$ cat src/rtl/bp_pht_ctrl.sv
// rtl/bp_pht_ctrl.sv - 2-bit PHT branch predictor controller: init sweep, IF lookup, ID resolve/update
// Optional statistics counters (mispred_cnt, branch_cnt) are enabled by defining BP_STATS_EN.
module bp_pht_ctrl #(
  parameter int unsigned IDX_W    = 4,
  parameter logic [1:0]  INIT_CNT = 2'b10,
  parameter int unsigned CNT_W    = 16
) (
  input  logic              clk,
  input  logic              rst,
  input  logic              stall,
  input  logic              if_branch,
  input  logic [31:0]       if_pc,
  input  logic [31:0]       if_pc_add_imm,
  input  logic              id_branch,
  input  logic              id_taken,
  output logic              pred_taken,
  output logic [31:0]       next_pc,
  output logic              mispredict,
  output logic              busy
`ifdef BP_STATS_EN
  ,
  output logic [CNT_W-1:0]  mispred_cnt,
  output logic [CNT_W-1:0]  branch_cnt
`endif
);

  localparam int unsigned DEPTH = 1 << IDX_W;

  typedef enum logic {S_INIT, S_RUN} state_t;

  state_t             state_q, state_d;
  logic [IDX_W-1:0]   ptr_q, ptr_d;
  logic [1:0]         pht_q [DEPTH];
  logic [1:0]         pht_d [DEPTH];

  logic               rec_valid_q, rec_valid_d;
  logic [IDX_W-1:0]   rec_idx_q, rec_idx_d;
  logic               rec_pred_q, rec_pred_d;
  logic [1:0]         rec_ctr_q, rec_ctr_d;
  logic [31:0]        rec_alt_q, rec_alt_d;

  logic               pend_valid_q, pend_valid_d;
  logic [IDX_W-1:0]   pend_idx_q, pend_idx_d;
  logic [1:0]         pend_ctr_q, pend_ctr_d;

  logic               run;
  logic [31:0]        pc_plus4;
  logic [IDX_W-1:0]   lk_idx;
  logic [1:0]         lk_ctr;
  logic               pred;
  logic               resolve;
  logic               mis;
  logic               capture;
  logic [1:0]         new_ctr;

  // Lookup sees the not-yet-written pending update so back-to-back use of an index is coherent.
  always_comb begin
    run      = (state_q == S_RUN);
    pc_plus4 = if_pc + 32'd4;
    lk_idx   = if_pc[IDX_W+1:2];
    lk_ctr   = (pend_valid_q && (pend_idx_q == lk_idx)) ? pend_ctr_q : pht_q[lk_idx];
    pred     = run & if_branch & lk_ctr[1];
    resolve  = run & id_branch & ~stall & rec_valid_q;
    mis      = resolve & (rec_pred_q != id_taken);
    capture  = run & if_branch & ~stall & ~mis;
    if (id_taken) begin
      new_ctr = (rec_ctr_q == 2'b11) ? 2'b11 : rec_ctr_q + 2'd1;
    end else begin
      new_ctr = (rec_ctr_q == 2'b00) ? 2'b00 : rec_ctr_q - 2'd1;
    end
    if (!run || stall) begin
      next_pc = pc_plus4;
    end else if (mis) begin
      next_pc = rec_alt_q;
    end else if (pred) begin
      next_pc = if_pc_add_imm;
    end else begin
      next_pc = pc_plus4;
    end
  end

  assign pred_taken = pred;
  assign mispredict = mis;
  assign busy       = ~run;

  always_comb begin
    state_d      = state_q;
    ptr_d        = ptr_q;
    pht_d        = pht_q;
    rec_valid_d  = rec_valid_q;
    rec_idx_d    = rec_idx_q;
    rec_pred_d   = rec_pred_q;
    rec_ctr_d    = rec_ctr_q;
    rec_alt_d    = rec_alt_q;
    pend_valid_d = 1'b0;
    pend_idx_d   = pend_idx_q;
    pend_ctr_d   = pend_ctr_q;
    case (state_q)
      S_INIT: begin
        pht_d[ptr_q] = INIT_CNT;
        ptr_d        = ptr_q + IDX_W'(1);
        if (ptr_q == IDX_W'(DEPTH - 1)) begin
          state_d = S_RUN;
        end
      end
      default: begin
        if (pend_valid_q) begin
          pht_d[pend_idx_q] = pend_ctr_q;
        end
        if (resolve) begin
          pend_valid_d = 1'b1;
          pend_idx_d   = rec_idx_q;
          pend_ctr_d   = new_ctr;
          rec_valid_d  = 1'b0;
        end
        // A capture in the same cycle as a correct resolve keeps the record alive.
        if (capture) begin
          rec_valid_d = 1'b1;
          rec_idx_d   = lk_idx;
          rec_pred_d  = pred;
          rec_ctr_d   = lk_ctr;
          rec_alt_d   = pred ? pc_plus4 : if_pc_add_imm;
        end
      end
    endcase
  end

  always_ff @(posedge clk) begin
    if (rst) begin
      state_q      <= S_INIT;
      ptr_q        <= '0;
      rec_valid_q  <= 1'b0;
      pend_valid_q <= 1'b0;
    end else begin
      state_q      <= state_d;
      ptr_q        <= ptr_d;
      rec_valid_q  <= rec_valid_d;
      pend_valid_q <= pend_valid_d;
    end
  end

  always_ff @(posedge clk) begin
    pht_q      <= pht_d;
    rec_idx_q  <= rec_idx_d;
    rec_pred_q <= rec_pred_d;
    rec_ctr_q  <= rec_ctr_d;
    rec_alt_q  <= rec_alt_d;
    pend_idx_q <= pend_idx_d;
    pend_ctr_q <= pend_ctr_d;
  end

`ifdef BP_STATS_EN
  logic [CNT_W-1:0] branch_cnt_q, branch_cnt_d;
  logic [CNT_W-1:0] mispred_cnt_q, mispred_cnt_d;

  always_comb begin
    branch_cnt_d  = branch_cnt_q;
    mispred_cnt_d = mispred_cnt_q;
    if (resolve && (branch_cnt_q != '1)) begin
      branch_cnt_d = branch_cnt_q + CNT_W'(1);
    end
    if (mis && (mispred_cnt_q != '1)) begin
      mispred_cnt_d = mispred_cnt_q + CNT_W'(1);
    end
  end

  always_ff @(posedge clk) begin
    if (rst) begin
      branch_cnt_q  <= '0;
      mispred_cnt_q <= '0;
    end else begin
      branch_cnt_q  <= branch_cnt_d;
      mispred_cnt_q <= mispred_cnt_d;
    end
  end

  assign branch_cnt  = branch_cnt_q;
  assign mispred_cnt = mispred_cnt_q;
`endif

endmodule

$ cat config.mk
export PLATFORM = sky130hd
export DESIGN_NAME = bp_pht_ctrl
export DESIGN_NICKNAME = d
export VERILOG_FILES = /design/src/rtl/bp_pht_ctrl.sv
export SDC_FILE = /design/constraint.sdc
export NUM_CORES = 1
export LEC_CHECK = 0
export CAP_MARGIN = 10
export CORE_UTILIZATION = 53
export CTS_CLUSTER_SIZE = 30
export DETAILED_ROUTE_END_ITERATION = 8
export PLACE_DENSITY = 0.92
export SLEW_MARGIN = 20
export SYNTH_ARGS = -nofsm -noshare
export SYNTH_HDL_FRONTEND = slang
export SYNTH_SLANG_ARGS = --single-unit
$ cat constraint.sdc
create_clock -name clk -period 6.39 [get_ports clk]
set_input_delay 1.278 -clock clk [delete_from_list [all_inputs] [get_ports clk]]
set_output_delay 1.278 -clock clk [all_outputs]
set_load 0.01 [all_outputs]
# Word level (Yosys, flattened, before mapping)
# Index checks and enable logic that the tools add are counted.
dict set report totals {
  register_bits 84
  inputBits 70
  out_inout_bits 35
  elab_cells 91
}
dict set report classes {
  add_sub_neg 4
  order_cmp 5
  n_eq_ne 5
  n_mux 23
  bitwise 17
  n_reduce_logical 11
}
# operator count
set op_table {}
lappend op_table {{$mux W32} 6}
lappend op_table {{$add A32 B3 Y32 const B} 1}
lappend op_table {{$bwmux W32} 1}
lappend op_table {{$and A16 B16 Y16} 1}
lappend op_table {{$demux W2 S4} 2}
lappend op_table {{$mux W2} 8}
lappend op_table {{$not A16 Y16} 1}
lappend op_table {{$or A16 B16 Y16} 1}
lappend op_table {{$ge A5 B5 Y1 const B} 3}
lappend op_table {{$not A4 Y5} 3}
lappend op_table {{$lt A5 B1 Y1 const B} 2}
lappend op_table {{$and A1 B1 Y1} 8}
lappend op_table {{$bmux W2 S4} 1}
lappend op_table {{$reduce_and A2 Y1} 3}
lappend op_table {{$mux W1} 5}
lappend op_table {{$add A4 B1 Y4 const B} 1}
lappend op_table {{$eq A4 B4 Y1} 1}
lappend op_table {{$eq A4 B4 Y1 const B} 1}
lappend op_table {{$logic_and A1 B1 Y1} 3}
lappend op_table {{$not A1 Y1} 3}
lappend op_table {{$add A2 B1 Y2 const B} 1}
lappend op_table {{$eq A2 B2 Y1 const B} 1}
lappend op_table {{$logic_not A2 Y1} 1}
lappend op_table {{$ne A2 B1 Y1 const B} 1}
lappend op_table {{other kinds (6)} 6}

# Depth between registers and ports, before layout
dict set report logic_depth {
  ltp_word 9
  depth_mapped 11
  ltp_nobuf 8
}

# Worst setup path after synthesis
# Ideal clock, no wire load.
dict set report synth_timing {
  path_type {input port to flip-flop}
  startpoint {input port stall}
  endpoint {register rec_alt_q[0], enable pin}
  setup_ps 486
  arrival_ps 4767
  required_ps 5904
  slack_ps 1137
  stages 7
  path_buffers 1
  cell_sequence {nor2b_1 > nand3_1 > inv_1 > nand2_1 > inv_1 > clkbuf_1 > nor3_1}
}
dict set report synth_between {
  elab_chain_len 7
  word_cells_on_any_way 8
  cone_classes {bitwise (7); reduce/logical (1)}
}
# item line_no
set synth_rtl {}
lappend synth_rtl {{from (decl)} 10} ;# input logic stall,
lappend synth_rtl {{$not A1 Y1 (*)} {63, 65}}
lappend synth_rtl {{$and A1 B1 Y1 (2 in a row)} 63} ;# resolve = run & id_branch & ~stall & rec_valid_q;
lappend synth_rtl {{$and A1 B1 Y1} 64} ;# mis = resolve & (rec_pred_q != id_taken);
lappend synth_rtl {{$not A1 Y1} 65} ;# capture = run & if_branch & ~stall & ~mis;
lappend synth_rtl {{$and A1 B1 Y1 (*)} 65}
lappend synth_rtl {{$reduce_and A2 Y1 (no line) (*)} -}
lappend synth_rtl {{to (signal assigned)} 147} ;# rec_alt_q <= rec_alt_d;
lappend synth_rtl {{to (decl)} 40} ;# logic [31:0] rec_alt_q, rec_alt_d;
# Mark *: on every way between the ends. The rest lies on a longest branch, timed or not.
# A chain may end at the register's enable or synchronous reset.

# Worst setup path after layout
dict set report layout_timing {
  startpoint {input port if_pc[3]}
  endpoint {output port next_pc[25]}
}
dict set report layout_between {
  elab_chain_len 9
  word_cells_on_any_way 12
  cone_classes {add/sub (1); eq/ne (1); mux (7); bitwise (2); reduce/logical (1)}
}
# item line_no
set layout_rtl {}
lappend layout_rtl {{from (decl)} 12} ;# input logic [31:0] if_pc,
lappend layout_rtl {{branches (longest 8 deep; another with $add A32 B3 Y32)} -}
lappend layout_rtl {{$mux W32 (*)} 71} ;# if (!run || stall) begin
lappend layout_rtl {{to (decl)} 17} ;# output logic [31:0] next_pc,
# Mark *: on every way between the ends. The select of a mux whose other input is x is not followed.

==> impl_summary.md <==
Yosys
The most common cell in the synthesized netlist is sky130_fd_sc_hd__nand2_1. Yosys attributes the largest share of cell area to sky130_fd_sc_hd__edfxtp_1 (42%), sky130_fd_sc_hd__nand2_1 (9.4%), sky130_fd_sc_hd__xnor2_1 (4.0%), sky130_fd_sc_hd__o22ai_1 (3.7%), sky130_fd_sc_hd__nor3_1 (3.2%). The multiplexer area fraction after synthesis is 0.03962.

The most used flip-flop cell after synthesis is sky130_fd_sc_hd__edfxtp_1. Of the total synthesized cell area, the portion taken by AND, OR, NAND and NOR gates is 0.2307. The fraction of the mapped netlist area in compound gates is 0.1567.

The synthesized design contains 84 register bits. The dominant combinational cell family by area after synthesis is simple AND/OR/NAND/NOR gates. The synthesized area per cell is about 9.0 um2. In this run, distinct cell masters in the synthesized netlist total 50. In this run the cell area of the synthesized design comes to 0.005527 mm2. By count the netlist is led by sky130_fd_sc_hd__nand2_1 (139), sky130_fd_sc_hd__edfxtp_1 (77), sky130_fd_sc_hd__nor3_1 (35). Synthesis produced around 620 cells. For this run, the number of Yosys warnings is 0.

Of all cell types, the one taking the most synthesized area is sky130_fd_sc_hd__edfxtp_1. Of the synthesized area, sequential elements account for 0.4437. The area share of fa/ha/maj cells after synthesis is 0.01494. The xor/xnor cell area share of the yosys netlist is 0.05705. Synthesis produced a netlist with a net count of between 600 and 700. For this run, asynchronously set or reset flops after synthesis account for 0. The area share of the largest cell type after synthesis is 0.4184.

Counting flops with a built-in enable in the synthesized netlist gives 77.

Setup path
The setup path with the least slack is of type primary input to output pin. For this design, the slowest cell found on the critical path is sky130_fd_sc_hd__clkdlybuf4s50_1. The element type at the critical path end is an output pin. STA puts the critical path data required time at roughly 5100 ps. The signal on the critical path passes through clkdlybuf4s50_1 > mux2i_1 > nor3_1 > or4_4 > o31ai_4 > inv_2 > buf_4 > a211oi_1 > nor3_1 > clkdlybuf4s50_1. The largest stage delay on the critical path is between 700 and 800 ps. The nature of the critical path startpoint is a primary input. In this run the worst path has a maximum fanout of 27. Data on the critical path arrives at its endpoint at about 4700 ps.

Routing
The average vias per placed instance is ~6.5. Dividing the detail-routed wire length by the instance count gives 19.37 um. The number of remaining DRC errors is 0. The routed wire length is roughly 16 mm.

The first routing iteration left between 600 and 700 violations. In this run the remaining antenna-violating nets after routing total 0. The iteration count of the initial detailed-routing pass is 6. Across all layers, the routed design uses roughly 5400 vias.

Global routing
The overall overflow remaining after global route is 0. The number of global-route vias before repair was about 5300. The number of antenna violations at the first check in global routing is 0. The wire length of the first global-routing pass is 25.93 mm. The global-route total usage across every layer is 0.3021. The pin count of the biggest net entering global routing is 59.

Clock network
The number of sinks on the clock net is 84. The number of buffers inserted during clock tree synthesis is 9. The total of hold buffers inserted after clock tree synthesis is 0.

The buffers inserted during post-CTS setup optimization is 0. The number of buffers on the longest clock path is 2. The TritonCTS clock tree is built. The clock latency on the worst-skew pair is about 370 ps. The H-tree depth is 3. The cell chosen for the clock root is sky130_fd_sc_hd__clkbuf_8. The post-CTS resize count is 0. Clock-pin slew was measured on the worst setup and hold paths at roughly 80 ps.

STA
Setup total negative slack on the finished layout was measured at 0 ps. The transition time of the tightest slew-check pin is ~680 ps. Based on the critical path, the design can be clocked at up to 166.7 MHz.

Setup violations remaining at the end of the flow were counted as 0. Setup repair after global routing left no endpoint under its margin. The worst pin sits at a relative slew slack of 0.5462. Of the available clock period, the critical path in the final layout requires 0.9390. The final hold violation count is 0. The worst hold margin is around 420 ps.

The final worst clock skew is 12.36 ps. The count of final max-slew check failures is 0. The clock period minus final worst setup slack is about 6000 ps.

Hold path
The path class of the lowest-slack min-delay path is flop to flop.

Cells and area
The area overhead of the layout relative to synthesis is 23.39%. 0 antenna diodes ended up in the layout. The register area is 0.002452 mm2. Of the cells placed in the final design, the portion with a size suffix greater than 1 is 0.07000.

The total of fill cells in the finished design is between 600 and 700. The number of nets at the end of the flow is 770. The area used by multi-input combinational logic is roughly 0.0028 mm2.

Power
The static power due to leakage is ~2.4 nW. The worst-case IR drop observed on VDD is approximately 140 uV. In this run the power density over the cells is approximately 190 mW/mm2.

Floorplanning
The die extent in x is around 100 um. In this run the vertical extent of the chip is 104.1 um. The standard cell core area is around 0.01 mm2. The row count is 36. about 110 I/O pins were placed. The floorplan step defined a die boundary enclosing around 0.011 mm2. For this configuration, the core starts out at a cell density of 0.5552.

Run
The max-capacitance violation count is 0.

Placed design
The port buffer count is 104. The global placement routability congestion is ~0.93. Summed over all nets, the half-perimeter wirelength after detailed placement is between 10 and 15 mm.

Outcome
The flow ran to the end, and the final reports show no timing, DRC or antenna violations.
-- state kept, by name (all words and copies together), names as in the netlist --
name          count
pend_valid_q      1
ptr_q             4
rec_ctr_q         2
rec_alt_q        32
rec_valid_q       1
rec_idx_q         4
pend_ctr_q        2
pend_idx_q        4
rec_pred_q        1
pht_q            32
run               1
-- critical path: cells and delay by family --
family	cells	cell delay, ps
buffers and inverters	4	1770
and+or+nand+nor	3	700
AOI/OAI and AO/OA	2	680
muxes	1	270
-- cells by family (layout without fill, tap and decap cells) --
kind of cell,after synthesis,count (layout)
AND/OR/NAND/NOR,280,280
multiplexers,13,13
XOR/XNOR,36,36
AO/OA/AOI/OAI,131,131
adder cells (fa/ha/maj),7,7
buffers and inverters,66,149
flip-flops,84,84
-- cell usage in the layout (no fill, tap or decap), drive strengths merged, types with 2 or more instances in the layout --
master / Yosys / layout
clkinvlp: 0 / 2
mux2i: 5 / 5
nor2b: 8 / 8
nor2: 31 / 31
edfxtp: 77 / 77
nor3: 35 / 35
o21ai: 31 / 31
inv: 13 / 14
and3: 5 / 5
nand2: 139 / 139
o221a: 4 / 4
buf: 21 / 16
nor4: 19 / 19
dfxtp: 7 / 7
clkbuf: 32 / 10
clkdlybuf4s50: 0 / 104
a211oi: 14 / 14
xnor2: 25 / 25
bufinv: 0 / 2
o31ai: 11 / 11
o22ai: 33 / 33
xor2: 11 / 11
maj3: 2 / 2
a311oi: 2 / 2
a211o: 3 / 3
nand3: 25 / 25
o21a: 8 / 8
a21oi: 17 / 17
a31oi: 4 / 4
nand4: 10 / 10
mux4: 7 / 7
nand3b: 2 / 2
ha: 5 / 5
-- per-layer routing --
metal,up-vias,track usage,share of wire
li1,2417,-,-
met1,2481,0.3799,0.37
met2,455,0.4857,0.47
met3,92,0.07769,0.12
met4,0,0.1459,0.045
met5,-,0,0
-- area by class of cell --
cell class	instances	share of cell area
multi-input cells	467	0.4051
flip-flops and latches	84	0.3596
repair buffers	120	0.1721
well taps	133	0.02440
clock buffers	10	0.01872
clock inverters	6	0.01284
inverters	13	0.007156
-- through the flow --
| step | setup slack (ps) | util | power [mW] | instance area (um2) | std cells |
|---|---|---|---|---|---|
| 2_1_floorplan | 1137 | - | 0.7901 | 5527 | 617 |
| 3_3_place_gp | 627.3 | 0.6634 | 0.8954 | 6604 | 817 |
| 3_5_place_dp | 473.1 | 0.6634 | 0.9077 | 6604 | 817 |
| 4_1_cts | 460.9 | 0.6850 | 1.319 | 6819 | 833 |
| 5_1_grt | 264.6 | 0.6850 | 1.365 | 6819 | 833 |
| 6_report | 389.9 | 0.6850 | 1.326 | 6819 | 833 |
-- power breakdown --
group / total (mW) / switching (mW) / internal (mW)
Clock: 0.422 / 0.202 / 0.220
Sequential: 0.668 / 0.0260 / 0.642
Combinational: 0.236 / 0.110 / 0.126
Total: 1.33 / 0.338 / 0.988
-- path summary, 6_finish.rpt --
| check | endpoint | cells past startpoint | slack (ps) | from |
|---|---|---|---|---|
| max reg2reg | rec_valid_q | 13 | 2900 | run |
| min | pend_idx_q[2] | 0 | 420 | rec_idx_q[2] |
| min reg2reg | pend_idx_q[2] | 0 | 420 | rec_idx_q[2] |
| max | next_pc[25] | 10 | 390 | if_pc[3] |
Note: power is estimated with default switching activity, not from simulation.
